File: config.mk
export PLATFORM = sky130hd
export DESIGN_NAME = seg7_scan_mux
export DESIGN_NICKNAME = d
export VERILOG_FILES = /design/src/rtl/seg7_scan_mux.sv
export SDC_FILE = /design/constraint.sdc
export NUM_CORES = 1
export LEC_CHECK = 0
export CAP_MARGIN = 20
export CORE_ASPECT_RATIO = 1.1
export CORE_UTILIZATION = 51
export DETAILED_ROUTE_END_ITERATION = 8
export GPL_TIMING_DRIVEN = 1
export PLACE_DENSITY = 0.71
export SETUP_SLACK_MARGIN = 0.5
export SLEW_MARGIN = 10
export SYNTH_ARGS = -nofsm -noshare
export SYNTH_HDL_FRONTEND = slang
export SYNTH_SLANG_ARGS = --single-unit
File: constraint.sdc
create_clock -name clk -period 6 [get_ports clk]
set_input_delay 1.2 -clock clk [delete_from_list [all_inputs] [get_ports clk]]
set_output_delay 1.2 -clock clk [all_outputs]
set_load 0.05 [all_outputs]
File: src/rtl/seg7_scan_mux.sv
// Single-digit 7-segment driver: static nibble views, lamp test/blank, and
// timed auto-scan of the ALU result and flags one hex digit at a time.
module seg7_scan_mux #(
  parameter int DWELL = 5_000_000
) (
  input  logic       clk,
  input  logic       rstb,
  input  logic       ena,
  input  logic [7:0] f,
  input  logic [7:0] flags,
  input  logic [2:0] sel,
  output logic [7:0] seg,
  output logic [2:0] digit
);

  localparam int CW = (DWELL > 1) ? $clog2(DWELL) : 1;
  localparam logic [CW-1:0] LAST = CW'(DWELL - 1);

  typedef enum logic [2:0] {
    HI    = 3'd0,
    LO    = 3'd1,
    FHI   = 3'd2,
    FLO   = 3'd3,
    BLANK = 3'd4
  } state_t;

  logic [2:0]    sel_q;
  logic [7:0]    f_s;
  logic [7:0]    flags_s;
  state_t        state;
  logic [CW-1:0] cnt;

  function automatic logic [6:0] hex7(input logic [3:0] n);
    case (n)
      4'h0: hex7 = 7'h3F;
      4'h1: hex7 = 7'h06;
      4'h2: hex7 = 7'h5B;
      4'h3: hex7 = 7'h4F;
      4'h4: hex7 = 7'h66;
      4'h5: hex7 = 7'h6D;
      4'h6: hex7 = 7'h7D;
      4'h7: hex7 = 7'h07;
      4'h8: hex7 = 7'h7F;
      4'h9: hex7 = 7'h6F;
      4'hA: hex7 = 7'h77;
      4'hB: hex7 = 7'h7C;
      4'hC: hex7 = 7'h39;
      4'hD: hex7 = 7'h5E;
      4'hE: hex7 = 7'h79;
      default: hex7 = 7'h71;
    endcase
  endfunction

  // Mode 4 drops straight from LO to BLANK; mode 5 detours through the flags.
  function automatic state_t next_state(input logic [2:0] mode, input state_t st);
    case (st)
      HI:      next_state = LO;
      LO:      next_state = mode[0] ? FHI : BLANK;
      FHI:     next_state = FLO;
      FLO:     next_state = BLANK;
      default: next_state = HI;
    endcase
  endfunction

  function automatic logic [7:0] decode(input logic [2:0] mode, input state_t st,
                                        input logic [7:0] fv, input logic [7:0] fl);
    case (mode)
      3'd0: decode = {1'b0, hex7(fv[3:0])};
      3'd1: decode = {1'b0, hex7(fv[7:4])};
      3'd2: decode = {1'b0, hex7(fl[7:4])};
      3'd3: decode = {1'b0, hex7(fl[3:0])};
      3'd4, 3'd5: begin
        case (st)
          HI:      decode = {1'b1, hex7(fv[7:4])};
          LO:      decode = {1'b0, hex7(fv[3:0])};
          FHI:     decode = {1'b1, hex7(fl[7:4])};
          FLO:     decode = {1'b0, hex7(fl[3:0])};
          default: decode = 8'h00;
        endcase
      end
      3'd6:    decode = 8'hFF;
      default: decode = 8'h00;
    endcase
  endfunction

  always_ff @(posedge clk or negedge rstb) begin
    if (!rstb) begin
      sel_q   <= 3'd0;
      f_s     <= 8'h00;
      flags_s <= 8'h00;
      state   <= HI;
      cnt     <= '0;
      seg     <= 8'h00;
      digit   <= 3'd0;
    end else if (ena) begin
      seg   <= decode(sel_q, state, f_s, flags_s);
      digit <= state;
      if (sel != sel_q) begin
        sel_q   <= sel;
        state   <= HI;
        cnt     <= '0;
        f_s     <= f;
        flags_s <= flags;
      end else if (sel_q == 3'd4 || sel_q == 3'd5) begin
        if (cnt == LAST) begin
          cnt   <= '0;
          state <= next_state(sel_q, state);
          // Snapshot only at frame start so a frame never mixes two inputs.
          if (state == BLANK) begin
            f_s     <= f;
            flags_s <= flags;
          end
        end else begin
          cnt <= cnt + CW'(1);
        end
      end else begin
        state   <= HI;
        cnt     <= '0;
        f_s     <= f;
        flags_s <= flags;
      end
    end
  end

endmodule
## Word-level counts from Yosys, hierarchy flattened

Memory sizes are Yosys's and may differ from the RTL's.
Index checks and enable logic that the tools add are counted.

- Add/sub/neg operators: 1
- Eq/ne operators: 14
- Reduce and logical (&&, ||, !) cells: 7
- Muxes and demuxes: 18

Operator list:

| operator | number |
|---|---|
| $mux 23 | 3 |
| $mux 8 | 8 |
| $pmux 8 s6 | 1 |
| $pmux 8 s4 | 1 |
| $add 23x1->23 const B | 1 |
| $eq 23x23->1 const B | 1 |
| $eq 3x2->1 const B | 4 |
| $eq 3x3->1 const B | 4 |
| $mux 3 | 4 |
| $pmux 3 s4 | 1 |
| $eq 3x1->1 const B | 2 |
| $logic_not 3->1 | 2 |
| $ne 3x2->1 const B | 2 |
| $reduce_and 2->1 | 2 |
| $ne 3x3->1 | 1 |
| $reduce_and 3->1 | 1 |
| $reduce_or 2->1 | 1 |
| $logic_or 1x1->1 | 1 |

- Register bits: 56
- Output and inout port bits: 11
- Memory bits (read-only): 896
- Logic and storage cells: 55
- Input bits: 22
- Memories: 8

Memories:

| memory | words | bits a word | rd ports | clocked after memory_dff | write ports | line | text |
|---|---|---|---|---|---|---|---|
| (name not given) | 16 | 7 | 1 | 0 | 0 | 34 | `case (n)` |
| (name not given) | 16 | 7 | 1 | 0 | 0 | 34 |  |
| (name not given) | 16 | 7 | 1 | 0 | 0 | 34 |  |
| (name not given) | 16 | 7 | 1 | 0 | 0 | 34 |  |
| (name not given) | 16 | 7 | 1 | 0 | 0 | 34 |  |
| (name not given) | 16 | 7 | 1 | 0 | 0 | 34 |  |
| 2 more memories | - | - | - | - | - | - |  |

## Depth between registers and ports, before layout

Gate-level depths: netlist (run 1).

- Depth in word-level cells: 5
- Gate-level depth with buffers: 9
- Gate-level depth less buffers: 8

## Worst setup path before layout (run 1)

Ideal clock, no wire load.

- Path type: in2reg
- Start point: input port sel[0]
- End point: register f_s[0]
- Path buffers: 1
- Setup time: 0.125 ns
- Data arrival time: 2.650 ns
- Data required time: 5.875 ns
- Slack: 3.225 ns
- Stages: 5
- Path through: xor2_1 > or4b_4 > o21ai_4 > buf_12 > mux2_4

- Cells in the longest elaborated chain, start to end: 3
- Elaborated cells between the ends (all ways): 5
- Classes of those cells: 3 x eq/ne; 1 x mux; 1 x reduce/logical

RTL lines:

| item | line | text |
|---|---|---|
| start, declared | 11 | `input logic [2:0] sel,` |
| $ne 3x3->1 (*) | 98 | `if (sel != sel_q) begin` |
| $ne 3x2->1 (no source line) | - |  |
| $reduce_and 3->1 (no source line) | - |  |
| end signal, assigned | 102 | `f_s <= f;` |
| end signal, assigned | 110 | `f_s <= f;` |
| end signal, assigned | 119 | `f_s <= f;` |
| end, declared | 28 | `logic [7:0] f_s;` |

Mark *: on every way between the ends. The rest lies on a longest branch, timed or not.
A chain may end at the register's enable or synchronous reset.

## Final worst setup path (run 1)

- Start point: input port sel[0]
- End point: register flags_s[5]

- Cells in the longest elaborated chain, start to end: 3
- Elaborated cells between the ends (all ways): 5
- Classes of those cells: 3 x eq/ne; 1 x mux; 1 x reduce/logical

RTL lines:

| item | line | text |
|---|---|---|
| $ne 3x3->1 (*) | 98 |  |
| $ne 3x2->1 (no source line) | - |  |
| $reduce_and 3->1 (no source line) | - |  |
| end signal, assigned | 103 | `flags_s <= flags;` |
| end signal, assigned | 111 | `flags_s <= flags;` |
| end signal, assigned | 120 | `flags_s <= flags;` |
| end, declared | 29 | `logic [7:0] flags_s;` |

Marks and branches as above.

==> summary.txt, run 1 <==
Cells and area
  • Synth-to-layout area growth: 10.5%
  • Most common cell after layout, fill and taps aside: dfrtp_1
  • Util after Layout: 58.8%
  • Ant diodes: 0
  • Most frequent cells in the layout: 56 x dfrtp_1, 38 x nor2_1, 35 x nand2_1
  • Total Nets Final: 483
  • Layout cells sized above 1: 13.6%
  • Final non-filler cell total: 546

Synth
  • Post-synthesis cell area: 4020 sq um
  • Netlist cell types: 68
  • Mapped Cells: 425
  • Ys flop type: dfrtp_1
  • Yosys reg bits: 56
  • Number of synthesized flops with an enable pin: 0
  • Syn Area/Cell: 9.47 sq um
  • Syn_nets: 468
  • Seq/Total Area, Yosys: 34.8%
  • Yosys warns: 0
  • Ys async rst share: 100%

Timing
  • Setup violators final: 0
  • Fin. max-slew vios: 0
  • Fin Setup TNS: 0 ns
  • Final Cycle Share: 54.1%
  • Final Hold Fails: 0
  • Max-Slew Margin vs Limit: 52.4%
  • Fmax: 0.308 GHz
  • RSZ-0062 raised after global routing: false
  • Clk_skew: 0.00780 ns
  • WHS: 0.515 ns
  • Crit path time final: 3.25 ns
  • Least-Margin Pin Slew: 0.712 ns

Clock network
  • H-tree Lvls: 2
  • CTS Hold Bufs: 0
  • CTS Sinks: 56
  • Worst-path clk slew: 0.11 ns
  • Clock Latency Late Sink: 0.32 ns
  • Root Driver: clkbuf_8
  • Total CTS buffers: 5
  • Post-CTS Repair Setup Buffers: 0
  • # resized after CTS: 0
  • Clock Path Buffers: 2
  • CTS tree: done

Floorplan
  • Core area: 7560 sq um
  • Site row count: 33
  • Die H: 95.2 microns
  • Die width: 86.7 microns
  • Starting Density: 53.3%
  • Full die area: 8250 sq um
  • Ports: 33

GRT
  • Vias in the first global route: 3170
  • First-pass GRT wire length: 15.2 mm
  • Initial antenna violation count: 0
  • Total GRT Usage: 23.7%
  • Largest net degree at the start of global routing: 57
  • Grt ovf: 0

Setup path
  • Maximum fanout along the worst path: 16
  • WP data required: 6.21 ns
  • Worst r2r src: sel_q[2]
  • Setup crit start kind: input pin
  • Crit. End Element: flip-flop
  • Worst EP arrival: 3.46 ns
  • Critical Path Start: sel[0]
  • Crit path kind: input pin to flip-flop

Hold path
  • Hold wc startpoint: cnt[3]
  • Hold Path Class: flip-flop to flip-flop

Pwr
  • Power Dens Cells: 220 nW/um^2
  • Max rail drop VDD: 129 uV
  • PnR Total Power: 0.000978 W
  • Leak: 1.89 nW

Placed design
  • Final estimated routing congestion in global placement: 0.898
  • PortBufs: 32
  • DP HPWL: 6.31 mm
  • Dpl cells: 538

Routing
  • Antenna Nets Post-Route: 0
  • Vias: 3198
  • Average vias per placed instance: 5.86
  • DR pass1 iterations: 5
  • WL final: 8.72 mm
  • DRC: 0
  • 1st-iter DRT viols: 163
  • Routed WL per cell: 16.0 microns

Status
  • Status: complete, no violations

Flow run
  • Max Cap Violations: 0
cells by family (layout without fill, tap and decap cells):
| group | Yosys count | after routing | synth area share, % |
|---|---|---|---|
| buf+inv | 47 | 63 | 5.22 |
| fa+ha+maj | 21 | 21 | 6.53 |
| simple gates | 153 | 153 | 20.2 |
| flops | 56 | 56 | 34.8 |
| compound gates | 87 | 87 | 15.1 |
| mux | 47 | 47 | 15.1 |
| xor+xnor | 14 | 14 | 3.05 |
layout make-up:
class | instances | area, sq um
Timing Repair Buffer | 34 | 330
Clock buffer | 5 | 68.8
Sequential cell | 56 | 1400
Fill cell | 659 | 3110
Inverter | 21 | 78.8
Clock inverter | 3 | 22.5
Multi-Input combinational cell | 322 | 2410
Tap cell | 105 | 131
synthesized netlist by cell type, types with 3 or more instances:
| library cell | n | share of area, % |
|---|---|---|
| mux2i_1 | 13 | 3.2 |
| o32a_1 | 3 | 0.75 |
| nor3_1 | 9 | 1.1 |
| o221ai_1 | 3 | 0.65 |
| nand2_1 | 35 | 3.3 |
| nand3_1 | 19 | 2.4 |
| xnor2_1 | 5 | 1.1 |
| xor2_1 | 9 | 2.0 |
| o31ai_1 | 3 | 0.56 |
| nor2b_1 | 10 | 1.6 |
| mux4_2 | 5 | 2.8 |
| mux2_2 | 19 | 5.3 |
| o22ai_1 | 4 | 0.62 |
| nand2b_1 | 4 | 0.62 |
| mux2_4 | 10 | 3.7 |
| buf_2 | 6 | 0.75 |
| a22oi_1 | 7 | 1.3 |
| a21oi_1 | 12 | 1.5 |
| or3_1 | 4 | 0.62 |
| ha_1 | 21 | 6.5 |
| o21ai_0 | 23 | 2.9 |
| inv_1 | 21 | 2.0 |
| nor2_1 | 38 | 3.5 |
| dfrtp_1 | 56 | 35 |
| a211oi_1 | 3 | 0.56 |
| o2bb2ai_1 | 4 | 0.87 |
| nand4_1 | 5 | 0.78 |
| clkbuf_1 | 17 | 1.6 |
flip-flops by register name, indices dropped and copies added, names as in the netlist:
| register | cells |
|---|---|
| digit | 3 |
| cnt | 23 |
| sel_q | 3 |
| state | 3 |
| flags_s | 8 |
| seg | 8 |
| f_s | 8 |
worst max-delay path, stage by stage:
cell             delay [ns]
clkdlybuf4s50_1        0.45
xor2_1                 0.20
or4b_4                 0.59
o21ai_4                0.60
mux2_2                 0.40
stage by stage:
stage,instance area (sq um),worst slack (ns)
finish,4450,2.75
global route,4450,2.68
CTS,4450,2.75
detailed placement,4350,2.40
global placement,4350,2.44
floorplan,4020,3.22
layer usage:
metal	GRT usage [%]	vias up	routed length (microns)
met2	39.2	105	4200
met4	11.0	0	271
met3	3.55	21	380
li1	-	1565	-
met5	0	-	0
met1	30.6	1507	3870
worst paths after layout:
kind / to / slack [ns] / cells past startpoint
worst max-delay path: flags_s[5] / 2.75 / 5
worst min-delay path: cnt[3] / 0.52 / 1
worst max register to register: flags_s[5] / 3.30 / 4
worst min register to register: cnt[3] / 0.52 / 1
max in group asynchronous: f_s[3] / 4.54 / 2
min in group asynchronous: cnt[2] / 1.00 / 2
where the power goes:
part	leakage, nW	internal [W]	total, W	switching [W]
registers	0.724	0.000403	0.000453	0.0000497
clock network	0.0485	0.0000842	0.000218	0.000134
logic	1.11	0.000141	0.000307	0.000166
Power figures use the tool's default switching activity.
==> inputs of run 2 (changes only) <==
==> constraint.sdc (replaced) <==
create_clock -name clk -period 3.3 [get_ports clk]
set_input_delay 0.66 -clock clk [delete_from_list [all_inputs] [get_ports clk]]
set_output_delay 0.66 -clock clk [all_outputs]
set_load 0.05 [all_outputs]
==> summary.txt, run 2 (same netlist as run 1, synthesis figures left out) <==
Flow run
  • Max Cap Violations: 0 (unchanged)

Cells and area
  • Total Nets Final: 488 (+1.0%)
  • Most common cell after layout, fill and taps aside: dfrtp_1
  • Util after Layout: 59.3% (+0.46 points)
  • Largest Register: cnt
  • Fillers: 659 (unchanged)
  • Layout cells sized above 1: 14.3% (+0.74 points)
  • Ant diodes: 0 (unchanged)
  • Most frequent cells in the layout: 56 x dfrtp_1, 38 x nor2_1, 35 x nand2_1
  • Max FFs per register: 23 (unchanged)
  • Synth-to-layout area growth: 11.3%

Floorplan
  • Ports: 33 (unchanged)
  • Starting Density: 53.3% (unchanged)
  • Core area: 7560 sq um (unchanged)
  • Full die area: 8250 sq um (unchanged)
  • Die H: 95.2 microns (unchanged)
  • Site row count: 33 (unchanged)
  • Die width: 86.7 microns (unchanged)

Routing
  • Highest Signal Layer: met4
  • Wire length on met3: 271 microns (-29%)
  • Antenna Nets Post-Route: 0 (unchanged)
  • Vias: 3266 (+2.1%)
  • 1st-iter DRT viols: 187 (+15%)
  • Met2 routed WL: 4.35 mm (+3.5%)
  • Average vias per placed instance: 5.93 (+1.2%)
  • Routed WL per cell: 16.2 microns (+1.2%)
  • DRC: 0 (unchanged)
  • WL final: 8.91 mm (+2.1%)
  • Metal1 wirelength: 4.09 mm (+5.6%)
  • DR pass1 iterations: 4 (-1)

Setup path
  • Slowest CP cell: or4b_4
  • Critical path buffers and inverters: 2 (+1)
  • Setup crit start kind: input pin
  • Crit. End Element: flip-flop
  • Worst EP arrival: 2.68 ns (-0.78 ns)
  • Crit path kind: input pin to flip-flop
  • CP max stage delay: 0.57 ns (-0.03 ns)
  • Cell family with most CP delay: buffers and inverters
  • Maximum fanout along the worst path: 16 (unchanged)
  • WP data required: 3.51 ns (-2.70 ns)
  • CP Cell Sequence: clkdlybuf4s50_1, xor2_1, or4b_4, o21ai_4, buf_4, mux2_2

Timing
  • Setup violators final: 0 (unchanged)
  • Fin. max-slew vios: 0 (unchanged)
  • Fmax: 0.404 GHz
  • Crit path time final: 2.47 ns
  • Final Hold Fails: 0 (unchanged)
  • RSZ-0062 raised after global routing: false
  • Max-Slew Margin vs Limit: 58.4% (+6.0 points)
  • Final Cycle Share: 74.9%
  • Clk_skew: 0.0112 ns (+0.00338 ns)
  • Least-Margin Pin Slew: 0.624 ns (-0.0878 ns)
  • Fin Setup TNS: 0 ns (unchanged)

Clock network
  • CTS tree: done
  • Clock Latency Late Sink: 0.31 ns (about the same)
  • Total CTS buffers: 5 (unchanged)
  • # resized after CTS: 0 (unchanged)
  • CTS Sinks: 56 (unchanged)
  • CTS Hold Bufs: 0 (unchanged)
  • Clock Path Buffers: 2 (unchanged)
  • Root Driver: clkbuf_8
  • Worst-path clk slew: 0.10 ns (about the same)
  • Post-CTS Repair Setup Buffers: 0 (unchanged)
  • H-tree Lvls: 2 (unchanged)

Hold path
  • Hold Path Class: input pin to asynchronous set/reset pin

Placed design
  • DP HPWL: 6.61 mm (+4.9%)
  • Final estimated routing congestion in global placement: 0.897 (-0.11%)
  • PortBufs: 32 (unchanged)

Pwr
  • Power Dens Cells: 397 nW/um^2 (+80%)
  • PnR Total Power: 0.00178 W (+82%)
  • Max rail drop VDD: 241 uV (+87%)
  • Leak: 1.90 nW (+0.90%)

GRT
  • First-pass GRT wire length: 14.9 mm (-2.4%)
  • Initial antenna violation count: 0 (unchanged)
  • Vias in the first global route: 3095 (-2.4%)
  • Largest net degree at the start of global routing: 23 (-60%)
  • Grt ovf: 0 (unchanged)
  • Total GRT Usage: 23.1% (-0.61 points)

Status
  • Status: complete, no violations
-- run 2: stage by stage --
stage	cell area, sq um	instances	setup slack (ns)	hold slack [ns]
3_5_place_dp	4390	543	0.476	0.485
5_1_grt	4480	551	0.759	0.320
6_report	4480	551	0.828	0.284
3_3_place_gp	4390	543	0.498	0.486
2_1_floorplan	4020	425	1.06	0.364
4_1_cts	4480	551	0.819	0.302
-- run 2: worst reg2reg max path, delay by kind of cell, from the launching register on --
| family | cells | cell delay, ns |
|---|---|---|
| muxes | 1 | 0.38 |
| and+or+nand+nor | 2 | 0.86 |
| buffers and inverters | 1 | 0.29 |
| AOI/OAI and AO/OA | 1 | 0.16 |
| DFF | 1 | 0.61 |
-- run 2: layer usage --
| metal | GRT usage, % | vias to the layer above |
|---|---|---|
| li1 | - | 1574 |
| met3 | 3.03 | 20 |
| met4 | 7.92 | 0 |
| met1 | 30.2 | 1592 |
| met2 | 39.4 | 80 |
| met5 | 0 | - |
-- run 2: report_power, final --
group | internal, W | switching, W | leakage, nW
clock | 0.000152 | 0.000234 | 0.0414
sequential | 0.000734 | 0.0000823 | 0.724
combinational | 0.000263 | 0.000315 | 1.14
-- run 2: path summary, 6_finish.rpt --
check / startpoint / endpoint / slack [ns] / depth (start not counted)
max: sel[0] / flags_s[2] / 0.83 / 6
min: rstb / sel_q[1] / 0.28 / 1
min reg2reg: seg[2] / seg[2] / 0.51 / 1
min in group clk: seg[2] / seg[2] / 0.51 / 1
max reg2reg: sel_q[1] / flags_s[2] / 0.92 / 5
max in group asynchronous: rstb / seg[2] / 2.34 / 2
-- run 2: layout make-up --
class                      instances  area, sq um  share of cell area, %
sequential                        56         1400                   31.3
inverter                          21         78.8                   1.76
clock buffer                       6         72.6                   1.62
timing repair buffer              39          368                   8.21
tap                              105          131                   2.93
multi-input combinational        322         2410                   53.8
clock inverter                     2         16.3                  0.363
